### config.mk
export PLATFORM = sky130hd
export DESIGN_NAME = detector_nota_tempo
export DESIGN_NICKNAME = d
export VERILOG_FILES = /design/src/rtl/detector_nota_tempo.sv
export SDC_FILE = /design/constraint.sdc
export NUM_CORES = 1
export LEC_CHECK = 0
export BUFFER_PORTS_ARGS = -buffer_cell sky130_fd_sc_hd__buf_2
export CORE_UTILIZATION = 55
export DETAILED_ROUTE_END_ITERATION = 7
export PLACE_DENSITY = 0.79
export SYNTH_ARGS = -nofsm -noshare
export SYNTH_HDL_FRONTEND = slang
export SYNTH_SLANG_ARGS = --single-unit
### constraint.sdc
create_clock -name clock -period 2.6 [get_ports clock]
set_input_delay 0.39 -clock clock [delete_from_list [all_inputs] [get_ports clock]]
set_output_delay 0.39 -clock clock [all_outputs]
set_load 0.05 [all_outputs]
### src/rtl/detector_nota_tempo.sv
// rtl/detector_nota_tempo.sv - piano key debounce, note lock, tick-duration measure and result compare
//
// Purpose: debounces the raw key lines, locks onto the lowest pressed key,
// counts metronome ticks while it is held and, once the release is debounced,
// compares note and duration against the values supplied by song memory.
//
// Optional feature macro: DETECTOR_MULTITECLA_ERRO_EN (sticky extra-key flag
// that forces nota_correta to 0 at evaluation).
//
// Ports:
//   clock, reset        clock and synchronous active-high reset
//   botoes              raw key lines, active high
//   tick_metro          one-cycle metronome subdivision pulse
//   nota_esperada       expected note code (0 = rest)
//   duracao_esperada    expected hold length in ticks
//   limpa               clears the latched comparison flags
//   nota_feita          high while a debounced key is held
//   nota_tocada         locked key code, 0 when none
//   duracao_medida      ticks counted during the current or last press
//   resultado_valido    one-cycle pulse when a comparison completes
//   nota_correta        latched note comparison
//   tempo_correto       latched duration comparison
//   db_estado           current FSM state
module detector_nota_tempo #(
    parameter int NUM_TECLAS = 12,
    parameter int DEB_CICLOS = 8,
    parameter int DUR_W      = 6,
    parameter int TOL        = 1
) (
    input  logic                  clock,
    input  logic                  reset,
    input  logic [NUM_TECLAS-1:0] botoes,
    input  logic                  tick_metro,
    input  logic [3:0]            nota_esperada,
    input  logic [DUR_W-1:0]      duracao_esperada,
    input  logic                  limpa,
    output logic                  nota_feita,
    output logic [3:0]            nota_tocada,
    output logic [DUR_W-1:0]      duracao_medida,
    output logic                  resultado_valido,
    output logic                  nota_correta,
    output logic                  tempo_correto,
    output logic [2:0]            db_estado
);

    localparam int CW = (DEB_CICLOS < 2) ? 1 : $clog2(DEB_CICLOS);

    typedef enum logic [2:0] {
        OCIOSO       = 3'd0,
        FILTRA_PRESS = 3'd1,
        PRESSIONADA  = 3'd2,
        FILTRA_SOLTA = 3'd3,
        AVALIA       = 3'd4
    } estado_t;

    estado_t          estado_q;
    logic [CW-1:0]    deb_q;
    logic [3:0]       cand_q;
    logic [3:0]       nota_tocada_q;
    logic [DUR_W-1:0] dur_q;
    logic             nota_feita_q;
    logic             valido_q;
    logic             nota_ok_q;
    logic             tempo_ok_q;

    // Lowest asserted index wins; code is index+1, 0 when no key is high.
    function automatic logic [3:0] codigo_menor(input logic [NUM_TECLAS-1:0] b);
        logic [3:0] r;
        r = 4'd0;
        for (int i = NUM_TECLAS - 1; i >= 0; i--) begin
            if (b[i]) r = 4'(i + 1);
        end
        return r;
    endfunction

    function automatic logic tecla_ativa(input logic [NUM_TECLAS-1:0] b, input logic [3:0] c);
        logic r;
        r = 1'b0;
        for (int i = 0; i < NUM_TECLAS; i++) begin
            if (c == 4'(i + 1)) r = b[i];
        end
        return r;
    endfunction

    logic [3:0]       cand_d;
    logic             tecla_cand;
    logic             tecla_trav;
    logic             deb_fim;
    logic [DUR_W-1:0] dur_d;
    logic [DUR_W:0]   med_x;
    logic [DUR_W:0]   esp_x;
    logic [DUR_W:0]   dif_x;
    logic             tempo_ok_d;
    logic             nota_ok_d;

    assign cand_d     = codigo_menor(botoes);
    assign tecla_cand = tecla_ativa(botoes, cand_q);
    assign tecla_trav = tecla_ativa(botoes, nota_tocada_q);
    assign deb_fim    = (deb_q == CW'(DEB_CICLOS - 1));
    // Saturating tick count: sticks at all-ones instead of wrapping.
    assign dur_d      = (dur_q == {DUR_W{1'b1}}) ? dur_q : dur_q + 1'b1;

    // Absolute difference in one extra bit so it never wraps.
    assign med_x      = {1'b0, dur_q};
    assign esp_x      = {1'b0, duracao_esperada};
    assign dif_x      = (med_x >= esp_x) ? (med_x - esp_x) : (esp_x - med_x);
    assign tempo_ok_d = (dif_x <= (DUR_W + 1)'(TOL));

`ifdef DETECTOR_MULTITECLA_ERRO_EN
    function automatic logic [NUM_TECLAS-1:0] mascara(input logic [3:0] c);
        logic [NUM_TECLAS-1:0] r;
        r = '0;
        for (int i = 0; i < NUM_TECLAS; i++) begin
            if (c == 4'(i + 1)) r[i] = 1'b1;
        end
        return r;
    endfunction

    logic [CW-1:0] mt_cnt_q;
    logic          multi_q;
    logic          outras;
    logic          mt_fim;

    assign outras    = |(botoes & ~mascara(nota_tocada_q));
    assign mt_fim    = (mt_cnt_q == CW'(DEB_CICLOS - 1));
    assign nota_ok_d = (nota_tocada_q == nota_esperada) && !multi_q;
`else
    assign nota_ok_d = (nota_tocada_q == nota_esperada);
`endif

    always_ff @(posedge clock) begin
        if (reset) begin
            estado_q      <= OCIOSO;
            deb_q         <= '0;
            cand_q        <= 4'd0;
            nota_tocada_q <= 4'd0;
            dur_q         <= '0;
            nota_feita_q  <= 1'b0;
            valido_q      <= 1'b0;
            nota_ok_q     <= 1'b0;
            tempo_ok_q    <= 1'b0;
`ifdef DETECTOR_MULTITECLA_ERRO_EN
            mt_cnt_q      <= '0;
            multi_q       <= 1'b0;
`endif
        end else begin
            valido_q <= 1'b0;
            // AVALIA below overrides this when both happen together.
            if (limpa) begin
                nota_ok_q  <= 1'b0;
                tempo_ok_q <= 1'b0;
            end
            case (estado_q)
                OCIOSO: begin
                    if (|botoes) begin
                        cand_q   <= cand_d;
                        deb_q    <= '0;
                        estado_q <= FILTRA_PRESS;
                    end
                end
                FILTRA_PRESS: begin
                    if (!tecla_cand) begin
                        estado_q <= OCIOSO;
                    end else if (deb_fim) begin
                        nota_tocada_q <= cand_q;
                        dur_q         <= '0;
                        nota_feita_q  <= 1'b1;
                        estado_q      <= PRESSIONADA;
                    end else begin
                        deb_q <= deb_q + 1'b1;
                    end
                end
                PRESSIONADA: begin
                    if (tick_metro) dur_q <= dur_d;
                    if (!tecla_trav) begin
                        deb_q    <= '0;
                        estado_q <= FILTRA_SOLTA;
                    end
                end
                FILTRA_SOLTA: begin
                    if (tick_metro) dur_q <= dur_d;
                    if (tecla_trav) begin
                        estado_q <= PRESSIONADA;
                    end else if (deb_fim) begin
                        nota_feita_q <= 1'b0;
                        estado_q     <= AVALIA;
                    end else begin
                        deb_q <= deb_q + 1'b1;
                    end
                end
                AVALIA: begin
                    nota_ok_q     <= nota_ok_d;
                    tempo_ok_q    <= tempo_ok_d;
                    valido_q      <= 1'b1;
                    nota_tocada_q <= 4'd0;
                    estado_q      <= OCIOSO;
                end
                default: estado_q <= OCIOSO;
            endcase
`ifdef DETECTOR_MULTITECLA_ERRO_EN
            // Any non-locked key held long enough during the hold marks the press as dirty.
            if (estado_q == PRESSIONADA || estado_q == FILTRA_SOLTA) begin
                if (outras) begin
                    if (mt_fim) multi_q <= 1'b1;
                    else        mt_cnt_q <= mt_cnt_q + 1'b1;
                end else begin
                    mt_cnt_q <= '0;
                end
            end else if (estado_q == AVALIA) begin
                multi_q  <= 1'b0;
                mt_cnt_q <= '0;
            end
`endif
        end
    end

    assign nota_feita       = nota_feita_q;
    assign nota_tocada      = nota_tocada_q;
    assign duracao_medida   = dur_q;
    assign resultado_valido = valido_q;
    assign nota_correta     = nota_ok_q;
    assign tempo_correto    = tempo_ok_q;
    assign db_estado        = estado_q;

endmodule
# --- After elaboration in Yosys (flattened, before gate mapping) ---
# Cells that the tools add are included.
word_totals:
  reg_bits: 24
  latch_bits: 0
  ramBits: 0
  rom_bits: 0
  inputBits: 26
  out_inout_bits: 17
  elab_cells: 137
  mem_count: 0
classes:
  addsub: 4
  multipliers: 0
  n_div: 0
  order_cmp: 2
  n_eq_ne: 41
  shifts: 0
  n_mux: 67
  bitwise: 0
  n_reduce_logical: 14
op_table:
  columns: ["cell", "n"]
  rows:
  - ["4-bit two-way mux", 14]
  - ["4-bit equality test (second input constant)", 10]
  - ["3-bit two-way mux", 11]
  - ["4-bit by 3-bit equality test with 1-bit output (second input constant)", 8]
  - ["1-bit two-way mux", 32]
  - ["6-bit two-way mux", 4]
  - ["3-bit case mux with 4 select lines", 2]
  - ["4-bit by 2-bit equality test with 1-bit output (second input constant)", 4]
  - ["5-bit AND reduction", 3]
  - ["2-bit != test (second input constant)", 7]
  - ["6-bit by 6-bit subtractor with 7-bit output", 2]
  - ["6-bit case mux with 2 select lines", 1]
  - ["12-bit OR reduction", 1]
  - ["4-bit by 1-bit equality test with 1-bit output (second input constant)", 2]
  - ["4-bit case mux with 2 select lines", 1]
  - ["2-bit nonzero test", 4]
  - ["7-bit by 1-bit <= comparator with 1-bit output (second input constant)", 1]
  - ["7-bit two-way mux", 1]
  - ["6-bit by 1-bit adder with 6-bit output (second input constant)", 1]
  - ["3-bit by 2-bit equality test with 1-bit output (second input constant)", 2]
  - ["3-bit equality test (second input constant)", 2]
  - ["6-bit equality test (second input constant)", 1]
  - ["6-bit >= comparator", 1]
  - ["3-bit != test (second input constant)", 2]
  - ["11 further kinds", 11]

# --- Logic depth before layout (Yosys ltp) ---
# Gate-level depths: netlist of the first run.
depth:
  ltp_word: 15
  depth_mapped: 11
  mapped_depth_nobuf: 11

# --- Least setup slack after synthesis of the first run ---
# No wires, ideal clock.
synth_timing:
  path_type: "reg-to-reg"
  from: "reg dur_q[4] (netlist: duracao_medida[4])"
  to: "reg tempo_ok_q (netlist: tempo_correto)"
  setup_time_ns: 0.116
  t_arrival_ns: 2.489
  required_time_ns: 2.484
  setup_slack_ns: -0.005
  stages_incl_launch_ff: 10
  path_buffers: 1
  synth_period_minus_slack_ns: 2.605
  path_cell_list: "dfxtp_1 ha_1 buf_2 and3_1 o21ai_0 o21ai_1 o21ai_0 o221a_2 a211o_1 o211a_1"
synth_between:
  elab_chain_cells: 4
  word_cells_on_any_way: 6
  cone_classes: "add/sub (2); order compare (2); mux (2)"
synth_rtl:
  columns: ["item", "line", "source"]
  rows:
  - ["start: declaration", "60", "logic [DUR_W-1:0] dur_q;"]
  - ["start signal: assignment", "174", "if (tick_metro) dur_q <= dur_d;"]
  - ["start signal: assignment", "181", "if (tick_metro) dur_q <= dur_d;"]
  - ["6-bit by 6-bit subtractor with 7-bit output or 6-bit >= comparator (tied branches)", "106", "assign dif_x = (med_x >= esp_x) ? (med_x - esp_x) : (esp_x - med_x);"]
  - ["7-bit two-way mux (*)", "106", null]
  - ["7-bit by 1-bit <= comparator with 1-bit output (*)", "107", "assign tempo_ok_d = (dif_x <= (DUR_W + 1)'(TOL));"]
  - ["1-bit two-way mux (*)", "153", "case (estado_q)"]
  - ["end signal: assignment", "193", "tempo_ok_q <= tempo_ok_d;"]
  - ["end: declaration", "64", "logic tempo_ok_q;"]
# Mark *: on every way between the ends. The rest lies on a longest branch, timed or not.
# A chain may end at the register's enable or synchronous reset.

# --- Final worst setup path of the first run ---
layout_timing:
  from: "reg cand_q[1]"
  to: "reg dur_q[3] (netlist: duracao_medida[3])"
layout_between:
  elab_chain_cells: 15
  word_cells_on_any_way: 26
  cone_classes: "eq/ne (13); mux (12); reduce/logical (1)"
layout_rtl:
  columns: ["item", "line", "source"]
  rows:
  - ["start: declaration", "58", "logic [3:0] cand_q;"]
  - ["start signal: assignment", "156", "cand_q <= cand_d;"]
  - ["4-bit by 1-bit equality test with 1-bit output", "80", "if (c == 4'(i + 1)) r = b[i];"]
  - ["1-bit two-way mux (11 in series)", "80", null]
  - ["1-bit two-way mux (*)", "80", null]
  - ["2-bit != test (no line) (*)", null, null]
  - ["5-bit AND reduction (no line) (*)", null, null]
# Marked as above.

==> flow_summary.toml, run 1 <==
[setup_path]
max_stage_delay_ns = 0.64
timing.rr.start = "cand_q[1]$_SDFFE_PP0P_"
rrSetupSlack_ns = 0.12
critPathLaunchType = "register"
critical-path-slowest-cell = "dfxtp_1"
crit_fanout = 11
worst-r2r-cell-count = 6
crit_buf_inv = 0
crit_path_start = "cand_q[1]$_SDFFE_PP0P_"
critPathArrivalTime_ns = 2.63
rr_endpoint = "duracao_medida[3]$_SDFFE_PP0P_"
required_ns = 2.75
crit_type = "reg2reg"
crit_path_cell_trace = "mux4_2 -> a2111oi_4 -> nand4bb_1 -> nor4_1 -> xnor2_1 -> nor2_1"
path_depth = 6
critPathTopFamily = "flip-flops"
endpoint_kind = "register"
setup.worst_path.end = "duracao_medida[3]$_SDFFE_PP0P_"

[cells_and_area]
final_core_util_pct = 64.4
postLayoutCellArea_mm2 = 0.00259
fillers = 362
diodes = 0
drive_gt1_share_pct = 23.9
seqCellArea_um2 = 482
syn_to_final_growth_pct = 12.1
nNetsFinal = 372
multi_input_area_mm2 = 0.00163

[die]
row_count = 23
die_h_um = 66.9
dieArea_mm2 = 0.00447
initial_core_util_pct = 57.4
die_w_um = 66.9
core_mm2 = 0.00403
ioPinCount = 43

[power_and_ir_drop]
swShare_pct = 36.6
pwr-share-comb_pct = 35.4
seq_power_share_pct = 42.6
p_per_area_mw_per_mm2 = 393
p_int_uw = 646
leakage_uw = 0.00112
total_power_uw = 1020
power_switching_uw = 373
vdd_ir_drop_max_mv = 0.297
power_frac_clock_pct = 22.0

[cts]
cts_hold_buffers = 0
cts_resized = 0
cts.reportedPaths.clkPinSlew_ns = 0.10
cts_tree = "built"
numCtsBuffers = 3
clockBufferDepth = 2
htree_levels = 1
post_cts_buffers = 0
cts_root_buf = "clkbuf_8"
cts.sinks = 24
worstSkewPairLatency_ns = 0.27

[detailed_routing]
drc = 0
drtIter0Drc = 169
totalWireLength_mm = 5.32
num_vias = 2202
drtAntennaViolNets = 0
post_drt_wl_per_cell_um = 14.1
firstDrtPassIters = 4
vias_per_cell = 5.84

[global_route]
grt_pass1_wl_mm = 8.84
grt_pass1_vias = 1970
grt_max_degree = 21
grtUsageTotal_pct = 25.3
antenna_found_initial = 0
gr-total-overflow = 0

[min_path]
hold_path.class = "in2reg"

[synth]
yosysTopAreaCell = "dfxtp_1"
synth_common_cells = "29 x nand2_1, 24 x dfxtp_1, 23 x inv_1, 23 x nor2_1, 16 x a21oi_1"
synth_nets = 329
synth.most_common_cell = "nand2_1"
synth-edff-count = 0
async_reset_ff_share_pct = 0
synth_top_cell_area_share_pct = 20.8
synthFlopType = "dfxtp_1"
yosysWarnings = 0
netlist_top_cells_area = "dfxtp_1 21%, ha_1 8.1%, nand2_1 4.7%"
synthesis.area_mm2 = 0.00231
synthDistinctLibCells = 67
synth.ff_latch_count = 24
synth_cells = 286
yosysSeqAreaShare_pct = 20.8
syn_area_per_cell_um2 = 8.09

[timing]
max_slew_margin_pct = 60.1
fin_skew_ns = 0.0132
period_minus_slack_ns = 2.48
drv_slew = 0
setup_tns_ns = 0
fmax_mhz = 403
tightest_slew_ns = 0.597
hold_viol = 0
rsz0062_at_grt = "false"
layout_worst_path_cycle_share_pct = 95.5
setup_violations = 0

[flow_run]
cap_viol_max_count = 0

[place]
routabilityCongestion = 0.886
postPlaceCellArea_mm2 = 0.00255
dp_hpwl_mm = 4.22
io_buffers = 42

[outcome]
status = "completed"
## layer usage
metal | vias up | GRT usage, % | part of all wire [%]
met5 | - | 0 | 0
met4 | 0 | 5.05 | 1.0
met3 | 6 | 3.08 | 5.0
met2 | 59 | 40.9 | 46
met1 | 1036 | 35.9 | 48
li1 | 1101 | - | -
## logic make-up after synthesis
group / share of synthesized area, %
multiplexers: 8.98
AO/OA/AOI/OAI: 20.4
flip-flops: 20.8
buffers and inverters: 8.65
AND/OR/NAND/NOR: 27.6
adder cells (fa/ha/maj): 9.84
XOR/XNOR: 3.79
## area by class of cell
cell class                 instances  area share [%]
inverter                          24            3.47
multi-input combinational        224            63.0
sequential                        24            18.6
tap                               50            2.41
timing repair buffer              52            11.0
clock buffer                       3            1.59
## registers in the layout (all words and copies together) (netlist names)
signal            count
tempo_correto         1
duracao_medida        6
resultado_valido      1
db_estado             3
deb_q                 3
nota_feita            1
nota_tocada           4
nota_correta          1
cand_q                4
## worst reg2reg max path: cells and delay by family (launching register included)
family          cells  cell delay [ns]
compound gates      1             0.42
xor+xnor            1             0.19
flops               1             0.64
mux                 1             0.61
simple gates        3             0.51
## layout by cell type, fill, tap and decap left out, types with 4 or more instances in the layout
master	count
buf_2	42
nand2_1	29
inv_1	23
nor2_1	23
dfxtp_1	23
a21oi_1	16
ha_1	15
nand3_1	14
o21ai_0	13
buf_4	10
mux2i_1	8
nor3_1	7
nor4_1	7
xnor2_1	6
a211oi_1	5
nor2b_1	4
mux4_2	4
xor2_1	4
nand2b_1	4
## how the worst min path moves through the flow
stage	start	end	slack (ns)	cells after the start
2_1_floorplan	deb_q[1]$_SDFFE_PP0P_	deb_q[1]$_SDFFE_PP0P_	0.44	2
3_3_place_gp	deb_q[1]$_SDFFE_PP0P_	deb_q[1]$_SDFFE_PP0P_	0.45	2
3_5_place_dp	deb_q[2]$_SDFFE_PP0P_	deb_q[2]$_SDFFE_PP0P_	0.46	2
4_1_cts	limpa	nota_correta$_SDFFE_PP0P_	0.42	3
5_1_grt	limpa	nota_correta$_SDFFE_PP0P_	0.44	3
6_report	limpa	nota_correta$_SDFFE_PP0P_	0.42	3
## per-stage QoR
stage,setup slack [ns],hold slack [ns],instances
after global routing,0.000274,0.443,377
after global placement,0.178,0.445,374
after floorplan,0.0460,0.436,286
after CTS,0.162,0.420,377
after detailed placement,0.145,0.456,374
final,0.117,0.418,377
## power groups by stage
stage / sequential (uW) / combinational, uW / clock, uW
6_report: 434 / 360 / 224
3_3_place_gp: 441 / 348 / 0
4_1_cts: 433 / 359 / 224
2_1_floorplan: 442 / 272 / 0
5_1_grt: 439 / 398 / 236
3_5_place_dp: 441 / 357 / 0
Power figures use the tool's default switching activity.
==> inputs of run 2 (changes only) <==
Clock period 2.6 ns to 2.3 ns, I/O delays scaled along.
==> run 2 against run 1 <==
Against the previous run:
- highest routed layer unchanged
- wire length is 14% higher
- maximum frequency increased by 13%
- hold slack got worse by 0.065 ns
==> flow_summary.toml, run 2 (synthesis gave the netlist of run 1 again) <==
[global_route]
antenna_found_initial = 0
gr-total-overflow = 0
grt_max_degree = 21
grt_pass1_wl_mm = 9.27
grtUsageTotal_pct = 27.6
grt_pass1_vias = 2155

[timing]
setup_ws_ns = 0.0970
setup_violations = 0
hold_viol = 0
tightest_slew_ns = 0.512
fin_skew_ns = 0.00137
drv_slew = 0
setup_tns_ns = 0
period_minus_slack_ns = 2.20
layout_worst_path_cycle_share_pct = 95.8
rsz0062_at_grt = "false"
fmax_mhz = 454
max_slew_margin_pct = 65.8

[cells_and_area]
fillers = 329
seqCellArea_um2 = 498
multi_input_area_mm2 = 0.00168
nNetsFinal = 392
largest_register_ffs = 6
postLayoutCellArea_mm2 = 0.00284
syn_to_final_growth_pct = 22.6
instances_no_fill = 398
drive_gt1_share_pct = 32.8
layout_common_cells = "42 x buf_2, 30 x buf_4, 29 x nand2_1, 23 x inv_1, 23 x nor2_1"
layout_commonest_cell = "buf_2"
diodes = 0

[setup_path]
critical-path-slowest-cell = "dfxtp_4"
critPathArrivalTime_ns = 2.38
crit_path_cell_trace = "ha_1 -> and3_1 -> o21ai_0 -> o21ai_2 -> o21ai_1 -> o221a_2 -> a211o_1 -> o211a_1"
max_stage_delay_ns = 0.38
crit_fanout = 6
required_ns = 2.48
endpoint_kind = "register"
critPathLaunchType = "register"
crit_type = "reg2reg"

[die]
row_count = 23
dieArea_mm2 = 0.00447
die_w_um = 66.9
ioPinCount = 43
core_mm2 = 0.00403
initial_core_util_pct = 57.4
die_h_um = 66.9

[detailed_routing]
totalWireLength_mm = 6.08
drtAntennaViolNets = 0
num_vias = 2364
vias_per_cell = 5.94
drtIter0Drc = 134
post_drt_wl_per_cell_um = 15.3
drc = 0
firstDrtPassIters = 5

[outcome]
status = "completed"

[cts]
cts_hold_buffers = 0
cts.reportedPaths.clkPinSlew_ns = 0.09
clockBufferDepth = 2
cts_tree = "built"
cts.sinks = 24
htree_levels = 1
worstSkewPairLatency_ns = 0.28
numCtsBuffers = 3
cts_root_buf = "clkbuf_8"
post_cts_buffers = 0

[place]
routabilityCongestion = 0.855
dp_cells = 394
dp_worst_setup_slack_ns = -0.0747
postPlaceCellArea_mm2 = 0.00272
dp_hpwl_mm = 4.58
io_buffers = 42

[power_and_ir_drop]
leakage_uw = 0.00124
vdd_ir_drop_max_mv = 0.391
p_per_area_mw_per_mm2 = 476

[flow_run]
cap_viol_max_count = 0

[min_path]
hold_path.class = "in2reg"
==> run 2: worst max-delay path: cells and delay by family, from the launching register on <==
kind            cells  cell delay, ns
simple gates        1            0.19
fa+ha+maj           1            0.31
flops               1            0.38
compound gates      6            1.22
==> run 2: area by class of cell <==
cell class / instances / area share, %
flip-flops and latches: 24 / 17.6
clock buffers: 3 / 1.46
well taps: 50 / 2.21
repair buffers: 72 / 15.4
multi-input cells: 224 / 59.2
inverters: 24 / 3.18
clock inverters: 1 / 1.06
==> run 2: path summary, 6_finish.rpt <==
path / from / to / slack [ns] / depth (start not counted)
worst max-delay path: duracao_medida[4]$_SDFFE_PP0P_ / tempo_correto$_SDFFE_PP0P_ / 0.1 / 8
worst min-delay path: limpa / nota_correta$_SDFFE_PP0P_ / 0.35 / 3
worst max register to register: duracao_medida[4]$_SDFFE_PP0P_ / tempo_correto$_SDFFE_PP0P_ / 0.1 / 8
worst min register to register: deb_q[2]$_SDFFE_PP0P_ / deb_q[2]$_SDFFE_PP0P_ / 0.46 / 2
==> run 2: per-stage QoR <==
stage	total power (uW)	hold slack, ns	utilization (%)
5_1_grt	1410	0.354	70.4
2_1_floorplan	806	0.436	-
6_report	1350	0.352	70.4
3_5_place_dp	946	0.451	67.5
4_1_cts	1330	0.350	69.3
3_3_place_gp	938	0.444	67.5
==> run 2: power breakdown <==
group	leakage [uW]	internal (uW)	switching, uW
Clock	0.0000357	233	155
Combinational	0.00101	216	269
Sequential	0.000200	439	35.4
Total	0.00124	889	460
==> run 2: timing repair <==
action / CTS / global route
pin swaps: 0 / 5
setup endpoints to repair: 10 / 12
hold endpoints to repair: 0 / 0
cloned: 0 / 0
resized for setup: 1 / 11
==> run 2: layer usage <==
metal  track usage, %  wire, um  vias up  part of all wire [%]
met4             12.0       131        0                   2.2
met3             3.94       339       16                   5.6
li1                 -         -     1146                     -
met2             46.8      2940       79                    48
met5                0         0        -                     0
met1             34.3      2670     1123                    44
